`src/rtl/mnist_pkg.sv`:
```
// Shared constants and state encoding for the MNIST drawing/streaming/inference path.
package mnist_pkg;

   localparam int GRID_SIZE   = 28;
   localparam int NUM_PIXELS  = GRID_SIZE * GRID_SIZE;
   localparam int DATA_WIDTH  = 8;
   localparam int INDEX_WIDTH = 10;

   localparam logic [DATA_WIDTH-1:0]  ON_VALUE   = 8'd255;
   localparam logic [DATA_WIDTH-1:0]  OFF_VALUE  = 8'd0;
   localparam logic [INDEX_WIDTH-1:0] LAST_INDEX = 10'd783;

   typedef enum logic [1:0] {
      ST_IDLE   = 2'b00,
      ST_STREAM = 2'b01,
      ST_DONE   = 2'b10
   } stream_state_e;

   // Map one bitmap bit onto the activation value fed to the network.
   function automatic logic [DATA_WIDTH-1:0] activation(input logic bit_i);
      return bit_i ? ON_VALUE : OFF_VALUE;
   endfunction

endpackage

```
`src/rtl/pixel_bit_mux.sv`:
```
// Wide bitmap-to-single-bit select, kept separate so it can be pipelined later.
module pixel_bit_mux
   import mnist_pkg::*;
(
   input  logic [NUM_PIXELS-1:0]  bits_i,
   input  logic [INDEX_WIDTH-1:0] sel_i,
   output logic                   bit_o
);

   // Select the addressed pixel; indices past the grid read as clear.
   always_comb begin
      if (sel_i <= LAST_INDEX) begin
         bit_o = bits_i[sel_i];
      end else begin
         bit_o = 1'b0;
      end
   end

endmodule

```
`src/rtl/mnist_frame_streamer.sv`:
```
// Snapshots the drawn bitmap on start and streams it pixel by pixel as
// activations over valid/ready, counting ink pixels along the way.
module mnist_frame_streamer
   import mnist_pkg::*;
(
   input  logic                   CLOCK_50,
   input  logic                   resetn,
   input  logic [NUM_PIXELS-1:0]  pixel_memory,
   input  logic                   start,
   input  logic                   abort,
   output logic                   out_valid,
   input  logic                   out_ready,
   output logic [DATA_WIDTH-1:0]  out_data,
   output logic [INDEX_WIDTH-1:0] out_index,
   output logic                   out_last,
   output logic                   busy,
   output logic                   done,
   output logic [INDEX_WIDTH-1:0] ink_count
);

   stream_state_e            state_q, state_d;
   logic [NUM_PIXELS-1:0]    snapshot_q, snapshot_d;
   logic [INDEX_WIDTH-1:0]   index_q, index_d;
   logic [INDEX_WIDTH-1:0]   count_q, count_d;
   logic [INDEX_WIDTH-1:0]   ink_q, ink_d;
   logic                     pix_bit_s;
   logic                     at_last_s;

   pixel_bit_mux u_pixel_bit_mux (
      .bits_i (snapshot_q),
      .sel_i  (index_q),
      .bit_o  (pix_bit_s)
   );

   assign at_last_s = (index_q == LAST_INDEX);

   // Next-state logic: capture on start, advance on transfer, abort wins over a transfer.
   always_comb begin
      state_d    = state_q;
      snapshot_d = snapshot_q;
      index_d    = index_q;
      count_d    = count_q;
      ink_d      = ink_q;
      case (state_q)
         ST_IDLE: begin
            if (start) begin
               snapshot_d = pixel_memory;
               index_d    = {INDEX_WIDTH{1'b0}};
               count_d    = {INDEX_WIDTH{1'b0}};
               state_d    = ST_STREAM;
            end else begin
               state_d = ST_IDLE;
            end
         end
         ST_STREAM: begin
            if (abort) begin
               state_d = ST_IDLE;
            end else if (out_ready) begin
               count_d = count_q + {{(INDEX_WIDTH-1){1'b0}}, pix_bit_s};
               if (at_last_s) begin
                  state_d = ST_DONE;
               end else begin
                  index_d = index_q + 10'd1;
               end
            end else begin
               state_d = ST_STREAM;
            end
         end
         ST_DONE: begin
            // The running count already includes the final beat here.
            ink_d   = count_q;
            state_d = ST_IDLE;
         end
         default: begin
            state_d = ST_IDLE;
         end
      endcase
   end

   // State and datapath registers; reset discards any frame in flight.
   always_ff @(posedge CLOCK_50 or negedge resetn) begin
      if (!resetn) begin
         state_q    <= ST_IDLE;
         snapshot_q <= {NUM_PIXELS{1'b0}};
         index_q    <= {INDEX_WIDTH{1'b0}};
         count_q    <= {INDEX_WIDTH{1'b0}};
         ink_q      <= {INDEX_WIDTH{1'b0}};
      end else begin
         state_q    <= state_d;
         snapshot_q <= snapshot_d;
         index_q    <= index_d;
         count_q    <= count_d;
         ink_q      <= ink_d;
      end
   end

   // Outputs decode registered state only, so they are glitch-free and hold during stalls.
   always_comb begin
      out_valid = (state_q == ST_STREAM);
      busy      = (state_q != ST_IDLE);
      done      = (state_q == ST_DONE);
      out_data  = activation(pix_bit_s);
      out_index = index_q;
      out_last  = (state_q == ST_STREAM) && at_last_s;
      ink_count = ink_q;
   end

endmodule

```
`config.mk`:
```
export PLATFORM = sky130hd
export DESIGN_NAME = mnist_frame_streamer
export DESIGN_NICKNAME = d
export VERILOG_FILES = /design/src/rtl/mnist_pkg.sv /design/src/rtl/pixel_bit_mux.sv /design/src/rtl/mnist_frame_streamer.sv
export SDC_FILE = /design/constraint.sdc
export NUM_CORES = 2
export LEC_CHECK = 0
export ABC_AREA = 0
export BUFFER_PORTS_ARGS = -buffer_cell sky130_fd_sc_hd__buf_2
export CAP_MARGIN = 40
export CORE_AREA = 3 3 322 324
export CTS_BUF_LIST = sky130_fd_sc_hd__clkbuf_2
export DETAILED_ROUTE_END_ITERATION = 10
export DIE_AREA = 0 0 325 327
export GPL_TIMING_DRIVEN = 0
export MAX_ROUTING_LAYER = met4
export PLACE_DENSITY = 0.55
export SKIP_LAST_GASP = 1
export SYNTH_ARGS = -nofsm -noshare
export SYNTH_HDL_FRONTEND = slang
export SYNTH_SLANG_ARGS = --single-unit
```
`constraint.sdc`:
```
create_clock -name CLOCK_50 -period 8.5 [get_ports CLOCK_50]
set_clock_uncertainty 0.1 [all_clocks]
set_input_delay 0.85 -clock CLOCK_50 [delete_from_list [all_inputs] [get_ports CLOCK_50]]
set_output_delay 0.85 -clock CLOCK_50 [all_outputs]
set_load 0.02 [all_outputs]
```
==> flow_summary.ini, run 1 <==
[die]
initial_core_util_pct = 36.9
rows = 117
ioPinCount = 821
dieHeight_um = 327
die_w_um = 325

[synthesis]
synth-main-ff-cell = dfrtp_1
synthXorXnorAreaFrac_pct = 0.304
yosys_warnings = 0
synth_fa_ha_area_share_pct = 0.100
synth-seq-area-share_pct = 54.6
synthMuxAreaShare_pct = 13.1
syn_nets = 4811
synthesis.area_um2 = 37400
syn_inst = 4019
async_flop_share_pct = 100
synth_area_per_cell_um2 = 9.31
synth_compound_area_share_pct = 2.47
yosysUniqueCellTypes = 66
synthSimpleGateAreaFrac_pct = 25.9
ys_ff_latch = 816
synth_edf_count = 0
synth_top_family_by_area = simple AND/OR/NAND/NOR gates

[clock_network]
postCtsResizedCells = 0
cts_buffers = 217
post-cts-setup-buffers = 0
root_buffer = clkbuf_2
cts_buffer_depth = 3
htreeDepth = 4
cts_sinks = 816
cts_hold_buffers = 1327

[status]
tool.error = [ERROR RSZ-0060] Max buffer count reached.
haltStage = 4_1_cts
outcome = stopped before the end

[place]
port_buffers = 820
hpwlAfterDp_um = 128000
place.gp.congestion = 0.904
Yosys cell counts, drive strengths merged (2+ instances only):
cell type,n,share of area (%)
nand2,2401,24
dfrtp,816,55
clkbuf,183,1.8
mux4,169,10
mux2i,86,2.3
buf,70,1.6
nor2,39,0.39
o21ai,21,0.28
a21oi,18,0.24
mux2,17,0.51
a22oi,16,0.32
o22ai,16,0.27
a221oi,13,0.32
a2111oi,12,0.29
nor2b,11,0.18
and2,9,0.15
nand2b,8,0.13
nand4,8,0.13
nor3,8,0.11
xor2,8,0.19
a211oi,7,0.14
inv,7,0.070
nand3,7,0.094
or3,6,0.10
xnor2,5,0.12
a22o,4,0.094
a31oi,4,0.067
nand3b,4,0.080
nor4,4,0.067
o221ai,4,0.094
and3,3,0.050
ha,3,0.10
or4,3,0.060
a221o,2,0.053
clkinv,2,0.020
nor3b,2,0.040
nor4bb,2,0.053
o22a,2,0.047
o311ai,2,0.047
or2,2,0.033
or2b,2,0.043
kinds of logic after synthesis:
kind of cell | count (synthesis)
DFF | 816
AOI/OAI and AO/OA | 130
muxes | 272
and+or+nand+nor | 2523
xor gates and xnor gates | 13
adders and majority gates | 3
buffers and inverters | 262
per-stage QoR:
stage | setup WS, ps | instances | setup TNS [ps] | area (um2) | utilization, %
3_5_place_dp | 2270 | 6239 | 0 | 43800 | 43.1
3_3_place_gp | -11830 | 6207 | -9541910 | 43200 | 42.6
2_1_floorplan | 4270 | 4019 | 0 | 37400 | -
==> run 2: changes to the inputs <==
- CORE_AREA: 3 3 322 324 -> default
- CORE_MARGIN: default -> 3
- CORE_UTILIZATION: default -> 35
- CTS_BUF_LIST: sky130_fd_sc_hd__clkbuf_2 -> default
- DIE_AREA: 0 0 325 327 -> default
- MAX_ROUTING_LAYER: met4 -> default
- PLACE_DENSITY: 0.55 -> default
- PLACE_DENSITY_LB_ADDON: default -> 0.15
==> flow_summary.ini, run 2 <==
[status]
outcome = complete, no violations

[run]
max_cap_violations = 0

[finish]
fin_nets = 5763
utilization_pct = 44.5
syn_to_final_growth_pct = 25.7
top_register = snapshot_q
drive_gt1_share_pct = 24.8
final_cell_mix = nand2_1 (2400), buf_2 (840), dfrtp_1 (816), clkbuf_1 (206), mux4_2 (153)
final_common_cell = nand2_1
largest_register_ffs = 784

[clock_network]
post-cts-setup-buffers = 0
root_buffer = clkbuf_16
htreeDepth = 3
clk_latency_ps = 690
cts_buffers = 94
cts_sinks = 816
cts_tree = yes
postCtsResizedCells = 0
cts_buffer_depth = 3
clkTransAtPathRegs_ps = 60

[synthesis]
syn_nets = 4811
synth_area_per_cell_um2 = 9.31
yosys_warnings = 0
synth-seq-area-share_pct = 54.6
synth_top_area_share_pct = 54.6
syn_inst = 4019
synth-main-ff-cell = dfrtp_1
yosysUniqueCellTypes = 66
synth_edf_count = 0
async_flop_share_pct = 100
yosysMostFrequentCell = nand2_1
synth_largest_area_cell = dfrtp_1
synthesis.area_um2 = 37400
synth_commonest_cells = nand2_1 (2400), dfrtp_1 (816), clkbuf_1 (183)
ys_top_cells_by_area = dfrtp_1 (55%), nand2_1 (24%), mux4_2 (9.2%)
ys_ff_latch = 816

[power_and_ir_drop]
internal-power_mw = 8.20
combPwrFrac_pct = 23.8
powerDensity_nw_per_um2 = 254
pwr-share-seq_pct = 42.3
p_sw_share_pct = 31.5
p_sw_mw = 3.76
clkPwrFrac_pct = 33.9
max-vdd-ir-drop_uv = 142
p_leak_nw = 24.6

[routing]
wl_um = 166000
wl_per_cell_um = 25.6
viasPerCell = 5.06
firstDrtPassIters = 6
drt-initial-drc-count = 2797
route.detailed.drc = 0
dr_total_vias = 32700
antenna_left = 0

[hold_path]
hold_class = input port to register
hold_path_end = snapshot_q[648]
holdPathStages = 3
hold_start = pixel_memory[648]

[die]
die_w_um = 333
dieHeight_um = 333
initial_core_util_pct = 35.4
rows = 119
dieArea_um2 = 111000
ioPinCount = 821
core_area_um2 = 106000

[place]
place.gp.congestion = 0.909
port_buffers = 820
dp_slack_ps = 2670
hpwlAfterDp_um = 130000

[sta]
drv_slew = 0
fin_tns_setup_ps = 0
fmax_mhz = 155
setup_ws_ps = 2060
slew-limit-headroom_pct = 34.8
tightestPinTransition_ps = 975
hold_violations = 0
rsz0062_at_grt = false
setup_viol = 0
min_period_over_period_pct = 75.7
period_minus_slack_ps = 6440

[setup_path]
regToRegEndpoint = count_q[8]
rrSetupSlack_ps = 2820
arrival_ps = 5490
critPathCaptureType = primary output
required_ps = 7550
start_kind = register
cp-startpoint = out_index[1]
critical_path_class = register to primary output
cp_max_fo = 10
worstReg2RegStart = out_index[1]
r2r_cells = 19

[grt]
grt_max_degree = 113
grt_overflow_total = 0
antenna_found_initial = 77
grtUsageTotal_pct = 29.4
grt_pass1_vias = 33300
grt_first_pass_wirelength_um = 232000
run 2: worst max path at each step:
stage	to	slack, ps	cells after the start
6_report	out_data[4]	2060	15
3_3_place_gp	snapshot_q[519]	-12030	1
5_1_grt	out_data[4]	1830	15
2_1_floorplan	out_data[0]	4270	13
3_5_place_dp	out_data[6]	2670	15
4_1_cts	out_data[6]	1880	15
run 2: stage by stage:
stage	cells	hold slack [ps]	power [mW]	instance area [um2]
final	6474	256	12.0	47000
after detailed placement	6265	356	7.98	43900
after global routing	6450	226	12.6	47000
after floorplan	4019	337	6.72	37400
after global placement	6230	351	7.90	43300
after CTS	6435	194	12.1	47000
run 2: power groups by stage:
stage / sequential, mW / combinational, mW / clock (mW)
after floorplan: 4.99 / 1.73 / 0
after global placement: 5.11 / 2.79 / 0
after detailed placement: 5.12 / 2.87 / 0
after CTS: 5.06 / 2.88 / 4.14
after global routing: 5.15 / 3.13 / 4.29
final: 5.07 / 2.85 / 4.05
run 2: logic make-up after synthesis:
family / count (synthesis) / synth area share (%)
adders and majority gates: 3 / 0.100
and+or+nand+nor: 2523 / 25.9
AOI/OAI and AO/OA: 130 / 2.47
DFF: 816 / 54.6
buffers and inverters: 262 / 3.54
xor gates and xnor gates: 13 / 0.304
muxes: 272 / 13.1
run 2: layer usage:
layer | global-route usage, % | share of wire (%) | vias to the layer above
li1 | - | - | 14900
met3 | 6.11 | 7.4 | 295
met4 | 9.99 | 3.6 | 36
met5 | 0 | 0.14 | -
met2 | 49.4 | 48 | 1232
met1 | 37.8 | 41 | 16300
run 2: timing repair:
item | 4_1_cts | 5_1_grt
setup endpoints to repair | 0 | 0
hold buffers | 1 | 0
endpoints found under the hold margin | 3 | 0
run 2: area by class of cell:
type | count | area, um2
flip-flops and latches | 816 | 20400
clock inverters | 32 | 352
plain buffers | 253 | 1290
fillers | 10700 | 58700
repair buffers | 856 | 4710
inverters | 9 | 33.8
well taps | 1391 | 1740
multi-input cells | 2941 | 15700
diodes | 39 | 97.6
clock buffers | 137 | 2700
run 2: worst max-delay path, stage by stage (launching register included):
cell	delay [ps]
dfrtp_1	400
buf_6	240
buf_8	210
buf_4	290
buf_4	360
buf_2	720
mux4_2	420
a22oi_1	160
a21oi_1	90
nor2_1	330
o21ai_0	270
a311oi_1	610
a2111oi_2	130
buf_4	220
buf_4	130
buf_2	150
No activity file was read; power rests on OpenSTA's default activity.
